### src/rtl/ehgu_sfifo_pkg.sv
`default_nettype none
// +----------------------------------------------------------------------------+
// | ehgu_fifo_pkg                                                              |
// | Shared sizing helpers and types for the ehgu synchronous FIFO.             |
// | Revision: 1.0                                                              |
// +----------------------------------------------------------------------------+
package ehgu_fifo_pkg;

   // Occupancy needs one more bit than the pointers so that "full" is representable.
   function automatic int unsigned cnt_w(input int unsigned depth);
      return $clog2(depth) + 1;
   endfunction

   localparam int unsigned c_DEF_DEPTH = 32;

   typedef logic [cnt_w(c_DEF_DEPTH)-1:0] cnt_t;

endpackage : ehgu_fifo_pkg
`default_nettype wire

### src/rtl/ehgu_sfifo_sdp_ram.sv
`default_nettype none
// +----------------------------------------------------------------------------+
// | ehgu_sdp_ram                                                               |
// | Simple dual-port storage array: one synchronous write, one synchronous     |
// | read. Read-during-write to the same address returns the old contents.      |
// | Revision: 1.0                                                              |
// +----------------------------------------------------------------------------+
module ehgu_sdp_ram #(
   parameter int unsigned DEPTH = 32,
   parameter int unsigned WIDTH = 8
) (
   input  logic                     clk,
   input  logic                     we_i,
   input  logic [$clog2(DEPTH)-1:0] waddr_i,
   input  logic [WIDTH-1:0]         wdata_i,
   input  logic [$clog2(DEPTH)-1:0] raddr_i,
   output logic [WIDTH-1:0]         rdata_o
);

   logic [WIDTH-1:0] mem_q [DEPTH];
   logic [WIDTH-1:0] rdata_q;

   always_ff @(posedge clk) begin
      if (we_i) begin
         mem_q[waddr_i] <= wdata_i;
      end
      rdata_q <= mem_q[raddr_i];
   end

   assign rdata_o = rdata_q;

endmodule : ehgu_sdp_ram
`default_nettype wire

### src/rtl/ehgu_sfifo.sv
`default_nettype none
// +----------------------------------------------------------------------------+
// | ehgu_sfifo                                                                 |
// | Single-clock FWFT FIFO with valid/ready on both sides, registered head     |
// | word, occupancy/threshold flags, synchronous flush and peak watermark.     |
// | Revision: 1.0                                                              |
// +----------------------------------------------------------------------------+
module ehgu_sfifo
   import ehgu_fifo_pkg::*;
#(
   parameter int unsigned DEPTH    = 32,
   parameter int unsigned WIDTH    = 8,
   parameter int unsigned AF_LEVEL = DEPTH - 4,
   parameter int unsigned AE_LEVEL = 4
) (
   input  logic                    clk,
   input  logic                    rstn,
   input  logic                    flush,
   input  logic                    din_valid,
   output logic                    din_ready,
   input  logic [WIDTH-1:0]        din,
   output logic                    dout_valid,
   input  logic                    dout_ready,
   output logic [WIDTH-1:0]        dout,
   output logic [cnt_w(DEPTH)-1:0] count,
   output logic                    almost_full,
   output logic                    almost_empty,
   output logic [cnt_w(DEPTH)-1:0] max_count
);

   localparam int unsigned c_CW = cnt_w(DEPTH);
   localparam int unsigned c_AW = $clog2(DEPTH);

   localparam logic [c_CW-1:0] c_FULL = c_CW'(DEPTH);
   localparam logic [c_CW-1:0] c_AF   = c_CW'(AF_LEVEL);
   localparam logic [c_CW-1:0] c_AE   = c_CW'(AE_LEVEL);

   logic [c_AW-1:0]  wr_ptr_q, wr_ptr_d;
   logic [c_AW-1:0]  rd_ptr_q, rd_ptr_d;
   logic [c_CW-1:0]  count_q, count_d;
   logic [c_CW-1:0]  max_q, max_d;
   logic             dout_valid_q, dout_valid_d;
   logic [WIDTH-1:0] dout_q, dout_d;
   logic             din_ready_q;
   logic             af_q, ae_q;
   logic             byp_sel_q;
   logic [WIDTH-1:0] byp_q;
   logic [WIDTH-1:0] ram_rdata;

   logic             w_wr;
   logic             w_rd;
   logic             w_ram_we;
   logic             w_load;
   logic [c_CW-1:0]  w_ram_cnt;
   logic [WIDTH-1:0] w_head;

   assign w_wr      = din_valid & din_ready_q;
   assign w_rd      = dout_valid_q & dout_ready;
   assign w_ram_we  = w_wr & ~flush;
   assign w_ram_cnt = count_q - c_CW'(dout_valid_q);
   assign w_load    = (w_ram_cnt != '0) & (~dout_valid_q | w_rd);

   // A word written on the same edge its address was read back is stale in the
   // array's read register, so the head candidate comes from the bypass copy.
   assign w_head = byp_sel_q ? byp_q : ram_rdata;

   always_comb begin
      count_d      = count_q + c_CW'(w_wr) - c_CW'(w_rd);
      wr_ptr_d     = wr_ptr_q + c_AW'(w_wr);
      rd_ptr_d     = rd_ptr_q + c_AW'(w_load);
      dout_valid_d = dout_valid_q;
      dout_d       = dout_q;
      if (w_load) begin
         dout_valid_d = 1'b1;
         dout_d       = w_head;
      end else if (w_rd) begin
         dout_valid_d = 1'b0;
      end
      max_d = (count_d > max_q) ? count_d : max_q;
      if (flush) begin
         count_d      = '0;
         wr_ptr_d     = '0;
         rd_ptr_d     = '0;
         dout_valid_d = 1'b0;
         dout_d       = dout_q;
         max_d        = '0;
      end
   end

   ehgu_sdp_ram #(
      .DEPTH (DEPTH),
      .WIDTH (WIDTH)
   ) u_ram (
      .clk     (clk),
      .we_i    (w_ram_we),
      .waddr_i (wr_ptr_q),
      .wdata_i (din),
      .raddr_i (rd_ptr_d),
      .rdata_o (ram_rdata)
   );

   always_ff @(posedge clk or negedge rstn) begin
      if (!rstn) begin
         wr_ptr_q     <= '0;
         rd_ptr_q     <= '0;
         count_q      <= '0;
         max_q        <= '0;
         dout_valid_q <= 1'b0;
         dout_q       <= '0;
         din_ready_q  <= 1'b0;
         af_q         <= 1'b0;
         ae_q         <= 1'b1;
         byp_sel_q    <= 1'b0;
         byp_q        <= '0;
      end else begin
         wr_ptr_q     <= wr_ptr_d;
         rd_ptr_q     <= rd_ptr_d;
         count_q      <= count_d;
         max_q        <= max_d;
         dout_valid_q <= dout_valid_d;
         dout_q       <= dout_d;
         // Flags follow next-state occupancy so they never lag count by a cycle.
         din_ready_q  <= (count_d < c_FULL);
         af_q         <= (count_d >= c_AF);
         ae_q         <= (count_d <= c_AE);
         byp_sel_q    <= w_ram_we & (wr_ptr_q == rd_ptr_d);
         if (w_ram_we) begin
            byp_q <= din;
         end
      end
   end

   assign din_ready    = din_ready_q;
   assign dout_valid   = dout_valid_q;
   assign dout         = dout_q;
   assign count        = count_q;
   assign almost_full  = af_q;
   assign almost_empty = ae_q;
   assign max_count    = max_q;

endmodule : ehgu_sfifo
`default_nettype wire

### config.mk
export PLATFORM = sky130hd
export DESIGN_NAME = ehgu_sfifo
export DESIGN_NICKNAME = d
export VERILOG_FILES = /design/src/rtl/ehgu_sfifo_pkg.sv /design/src/rtl/ehgu_sfifo_sdp_ram.sv /design/src/rtl/ehgu_sfifo.sv
export SDC_FILE = /design/constraint.sdc
export NUM_CORES = 1
export LEC_CHECK = 0
export BUFFER_PORTS_ARGS = -buffer_cell sky130_fd_sc_hd__clkbuf_2
export CORE_UTILIZATION = 55
export DETAILED_ROUTE_END_ITERATION = 8
export PLACE_DENSITY = 0.83
export SETUP_SLACK_MARGIN = 0.1
export SYNTH_ARGS = -nofsm -noshare
export SYNTH_HDL_FRONTEND = slang
export SYNTH_HIERARCHICAL = 1
export SYNTH_SLANG_ARGS = --single-unit
### constraint.sdc
create_clock -name clk -period 4.3 [get_ports clk]
set_clock_uncertainty 0.05 [all_clocks]
set_input_delay 1.29 -clock clk [delete_from_list [all_inputs] [get_ports clk]]
set_output_delay 1.29 -clock clk [all_outputs]
set_load 0.01 [all_outputs]
-- Word level (Yosys, flattened, before mapping)
Memories as Yosys holds them, arrays and structs flattened. A register that Yosys moved wholly into a read port is not among the register bits.
Cells that the tools add are included.
- $add $sub $neg: 5
- $mul: 0
- div/mod/pow operators: 0
- order comparisons: 4
- equality and inequality tests: 1
- shift operators: 0
- multiplexer cells: 11
- bitwise gates (word level): 8
- reductions and logical operators: 4
- operators with widths (operator ; number):
    $mux W6 ; 3
    $sub A6 B1 Y6 ; 2
    $add A5 B1 Y5 ; 2
    $mux W5 ; 2
    $mux W8 ; 1
    $add A6 B1 Y6 ; 1
    $ge A6 B5 Y1 const B ; 1
    $gt A6 B6 Y1 ; 1
    $le A6 B3 Y1 const B ; 1
    $lt A6 B6 Y1 const B ; 1
    $reduce_bool A6 Y1 ; 1
    $and A1 B1 Y1 ; 5
    $eq A5 B5 Y1 ; 1
    $mux W1 ; 5
    $reduce_bool A3 Y1 ; 1
    $not A1 Y1 ; 2
    $reduce_and A2 Y1 ; 1
    $reduce_bool A2 Y1 ; 1
    $or A1 B1 Y1 ; 1
- register bits after elaboration: 43
- bits in latches: 0
- memory bits (writable): 256
- ROM bits: 0
- input port bits: 13
- output and inout bits: 24
- word-level logic and storage cells: 45
- memories: 1
- memory list (name ; words ; bits a word ; read ports ; clocked after memory_dff ; wr ports ; line ; RTL):
    u_ram.mem_q ; 32 ; 8 ; 1 ; 1 ; 1 ; ehgu_sfifo_sdp_ram.sv:20 ; logic [WIDTH-1:0] mem_q [DEPTH];

-- Depth between registers and ports, before layout
- depth after elaboration: 7
- depth in mapped cells: 16
- mapped depth without buffers: 16

-- Cells and area by module
The synthesis kept the hierarchy.
- modules (own cells, without submodules) (module ; instances ; cells an instance ; area an instance (sq um) ; seq. area each (sq um)):
    ehgu_sdp_ram ; 1 ; 417 ; 10053.4 ; 7847.5
    ehgu_sfifo ; 1 ; 205 ; 2346.0 ; 1077.3

-- Worst setup path after synthesis
Ideal clock, no wire load.
- path type: in2reg
- start point: input dout_ready
- end point: register max_q[3], in the netlist max_count[3]
- setup time: 0.125 ns
- arrival: 4.337 ns
- required time: 4.125 ns
- path slack: -0.212 ns
- cell stages on the path: 16
- buffers on the path: 0
- path through: and2_1 ha_1 inv_1 ha_1 inv_1 fa_1 o21bai_1 a21oi_1 xnor2_1 inv_1 ha_1 and4_1 and3_1 a31oi_1 or2_2 mux2_2
- word-level cells in the longest chain between the ends: 4
- elaborated cells between the ends (all ways): 6
- classes of those cells: add/sub (1); order compare (1); mux (2); bitwise (1); reduce/logical (1)
- RTL lines (item ; line ; RTL):
    from (decl) ; ehgu_sfifo.sv:23 ; input logic dout_ready,
    $and A1 B1 Y1 (*) ; ehgu_sfifo.sv:58 ; assign w_rd = dout_valid_q & dout_ready;
    $sub A6 B1 Y6 (*) ; ehgu_sfifo.sv:68 ; count_d = count_q + c_CW'(w_wr) - c_CW'(w_rd);
    $gt A6 B6 Y1 / $mux W6 (equally long branches) ; ehgu_sfifo.sv:79 ; max_d = (count_d > max_q) ? count_d : max_q;
    $reduce_bool A2 Y1 (no source line) / $mux W6 (equally long branches) ; -- ;
    to (signal assigned) ; ehgu_sfifo.sv:119 ; max_q <= max_d;
    to (decl) ; ehgu_sfifo.sv:41 ; logic [c_CW-1:0] max_q, max_d;
Every way passes the cells marked *; elsewhere a longest branch is shown, timed or not. The select of a mux whose other input is x is not followed.
A chain may end at the register's enable or synchronous reset.

-- Worst setup path in the final report
- start point: register count_q[3], in the netlist count[3]
- end point: register u_ram.rdata_q[7], in the netlist u_ram/rdata_o[7] (read register of u_ram.mem_q)
- word-level cells in the longest chain between the ends: 5
- RTL lines (item ; line ; RTL):
    from (decl) ; ehgu_sfifo.sv:40 ; logic [c_CW-1:0] count_q, count_d;
    from (signal assigned) ; ehgu_sfifo.sv:118 ; count_q <= count_d;
    $sub A6 B1 Y6 ; ehgu_sfifo.sv:60 ; assign w_ram_cnt = count_q - c_CW'(dout_valid_q);
    $reduce_bool A6 Y1 ; ehgu_sfifo.sv:61 ; assign w_load = (w_ram_cnt != '0) & (~dout_valid_q | w_rd);
    $and A1 B1 Y1 ; ehgu_sfifo.sv:61 ;
    $add A5 B1 Y5 ; ehgu_sfifo.sv:70 ; rd_ptr_d = rd_ptr_q + c_AW'(w_load);
    $mux W5 ; ehgu_sfifo.sv:80 ; if (flush) begin
    via rd_ptr_d[0] ; ehgu_sfifo.sv:39 ; logic [c_AW-1:0] rd_ptr_q, rd_ptr_d;
    to (decl) ; ehgu_sfifo_sdp_ram.sv:21 ; logic [WIDTH-1:0] rdata_q;
The timed path passes the listed nets, and every way through them passes these cells.

==> impl_metrics.env <==
export IMPL_status="finished with violations"
export IMPL_violations="DRC"
export IMPL_post_route_period_util_pct=94.8
export IMPL_cts_made_buffers=29
export IMPL_crit_path_end_kind="register"
export IMPL_finalHoldViolations=0
export IMPL_layout_setup_ws_ps=222
export IMPL_synthArstFlopShare_pct=14.0
export IMPL_synthCells=622
export IMPL_cts_tree="built"
export IMPL_yosysTopAreaCell="edfxtp_1"
export IMPL_synth_top_area_share_pct=62.0
export IMPL_synth_edff_count=256
export IMPL_synth_common_cells="edfxtp_1, mux4_2, nor2_1"
export IMPL_grt_remaining_overflow=0
export IMPL_num_rows=54
export IMPL_vias_per_cell=6.28
export IMPL_grt_pass1_wl_um=40300
export IMPL_wl_per_cell_um=27.1
export IMPL_clock_tree_buffer_depth=3
export IMPL_grtUsageTotal_pct=23.7
export IMPL_synth_area_um2=12400
export IMPL_n_antenna_cell=0
export IMPL_slew_viol_final=0
export IMPL_grtUsageMet1_pct=31.1
export IMPL_max_clock_freq_mhz=245
export IMPL_clk_pin_slew_worst_paths_ps=60
export IMPL_rrSetupSlack_ps=220
export IMPL_finalSetupTns_ps=0
export IMPL_vdd_drop_max_v=0.000372
export IMPL_die_h_um=152
export IMPL_cp_slowest_cell="mux4_2"
export IMPL_die_area_um2=23100
export IMPL_cp_required_ps=4680
export IMPL_synth_top_family_by_area="multiplexers"
export IMPL_synthMuxAreaShare_pct=17.7
export IMPL_p_leak_nw=4.83
export IMPL_path_class="reg -> reg"
export IMPL_routed_wl_um=27100
export IMPL_root_buffer="clkbuf_16"
export IMPL_fin_nets=735
export IMPL_htree_levels=1
export IMPL_seq_area_frac_synth_pct=72.0
export IMPL_syn_area_per_cell_um2=19.9
export IMPL_drt_first_iter_violations=688
export IMPL_maxCapViolCount=0
export IMPL_hold_buffers=0
export IMPL_synthTopCellsByArea="edfxtp_1, mux4_2, dfrtp_1"
export IMPL_max_slew_margin_rel_pct=28.5
export IMPL_drive_gt1_share_pct=35.2
export IMPL_synth_compound_gate_area_share_pct=1.37
export IMPL_grt_antenna_before_repair=0
export IMPL_synth_seq_cells=307
export IMPL_p_total_w=0.00877
export IMPL_design_portCount=37
export IMPL_post_synth_top_count_cell="edfxtp_1"
export IMPL_grt_max_degree=44
export IMPL_synthesis_nets=658
export IMPL_clock_sinks=307
export IMPL_yosys_most_used_dff="edfxtp_1"
export IMPL_ys_warn_count=6
export IMPL_synthXorXnorAreaFrac_pct=1.13
export IMPL_pre_cts_slack_ps=-75.3
export IMPL_synth_fa_ha_area_share_pct=2.38
export IMPL_port_buffers=36
export IMPL_arrival_ps=4450
export IMPL_synthDistinctLibCells=48
export IMPL_grtUsageMet2_pct=41.1
export IMPL_hold_ws_ps=454
export IMPL_power_density_nw_per_um2=614
export IMPL_core_area_um2=22000
export IMPL_critical_path_max_stage_delay_ps=540
export IMPL_busiest_layer="met2"
export IMPL_drtPass1Iterations=8
export IMPL_grtUsageMet3_pct=3.50
export IMPL_cp_start_kind="register"
export IMPL_initial_utilization_pct=56.5
export IMPL_drtAntennaViolNets=0
export IMPL_die_w_um=152
export IMPL_area_growth_pct=15.3
export IMPL_fin_crit_ps=4080
export IMPL_worstPathMaxFanout=7
export IMPL_gp_congestion=0.908
export IMPL_drc=5
export IMPL_hold_path_class="reg -> reg"
export IMPL_hpwlAfterDp_um=15700
export IMPL_critical_path_cell_chain="inv_4 -> ha_4 -> or4bb_1 -> a21oi_2 -> or3_4 -> and2_4 -> a21oi_2 -> ha_2 -> nor2b_4 -> buf_12 -> buf_6 -> mux4_2 -> mux4_2 -> mux2_2"
export IMPL_grt_pass1_vias=6626
export IMPL_num_vias=6289
export IMPL_rsz0062_at_grt="no"
export IMPL_finalSetupViolCount=0
export IMPL_clkLatencyLatePin_ps=550
export IMPL_worst_pin_slew_ps=1070
export IMPL_synthSimpleGateAreaFrac_pct=3.83
## per-stage QoR
step	cell area [um2]	util (%)	instances
floorplan	12500	-	622
global placement	13100	59.6	933
detailed placement	13100	59.6	933
CTS	14100	64.2	991
global route	14300	65.1	1002
finish	14300	65.1	1002
## sequential cells by signal, indices dropped and copies added, names as in the netlist, 5 cells and up
signal	cells
count	6
dout	8
u_ram/mem_q	256
byp_q	8
u_ram/rdata_o	8
max_count	6
wr_ptr_q	5
rd_ptr_q	5
## worst max-delay path, delay by kind of cell, from the launching register on
kind                     cells  cell delay, ps
flip-flops                   1             440
multiplexers                 3            1360
AND/OR/NAND/NOR              4            1010
adder cells (fa/ha/maj)      2             490
AO/OA/AOI/OAI                2             160
buffers and inverters        3             430
## per-layer routing
layer | up-vias | wire length [um] | share of wire [%]
li1 | 2640 | - | -
met1 | 3329 | 10500 | 39
met2 | 268 | 14100 | 52
met3 | 52 | 1730 | 6.4
met4 | 0 | 772 | 2.8
met5 | - | 0 | 0
## logic make-up after synthesis
group                      count (synthesis)
AOI/OAI and AO/OA                         23
xor gates and xnor gates                  16
adders and majority gates                 23
buffers and inverters                     45
DFF                                      307
muxes                                    115
and+or+nand+nor                           93
## repair_timing
item | CTS | global route
gates cloned | 1 | 3
gates resized for setup | 7 | 18
setup buffers | 3 | 8
endpoints found under the setup margin | 8 | 8
pin swaps | 1 | 2
## report_power, final
group          total (W)  switching, W  internal [W]
Sequential       0.00356      0.000122       0.00344
Combinational    0.00275       0.00131       0.00144
Clock            0.00246       0.00104       0.00142
Total            0.00877       0.00247       0.00630
## layout make-up
type,instances,area [um2]
sequential,307,8930
multi-input combinational,270,3390
clock inverter,12,106
inverter,21,81.3
tap,280,350
fill,1344,7670
clock buffer,42,806
timing repair buffer,70,631
## cell usage in the layout (no fill, tap or decap), drive strengths merged, types with 4 or more instances in the layout
master	netlist	routed
xnor2	8	8
nand3	8	8
mux4	80	80
mux2	33	33
dfxtp	8	8
nand3b	5	5
nor2	46	46
edfxtp	256	256
inv	21	22
nand2	4	4
o21ai	4	4
clkinv	0	9
nor2b	8	8
a21oi	6	6
xor2	8	8
clkbuf	9	81
buf	15	30
ha	22	22
dfrtp	42	42
## worst paths after layout
| kind | endpoint | startpoint | depth (start not counted) |
|---|---|---|---|
| min in group asynchronous | max_count[2]$_DFFE_PN0P_ | rstn | 1 |
| max | u_ram/rdata_o[7]$_DFF_P_ | count[3]$_DFF_PN0_ | 14 |
| max in group asynchronous | count[3]$_DFF_PN0_ | rstn | 1 |
| max reg2reg | u_ram/rdata_o[7]$_DFF_P_ | count[3]$_DFF_PN0_ | 14 |
| min reg2reg | byp_q[0]$_DFFE_PN0P_ | byp_q[0]$_DFFE_PN0P_ | 1 |
| min | byp_q[0]$_DFFE_PN0P_ | byp_q[0]$_DFFE_PN0P_ | 1 |
(Power assumes the default switching activity.)
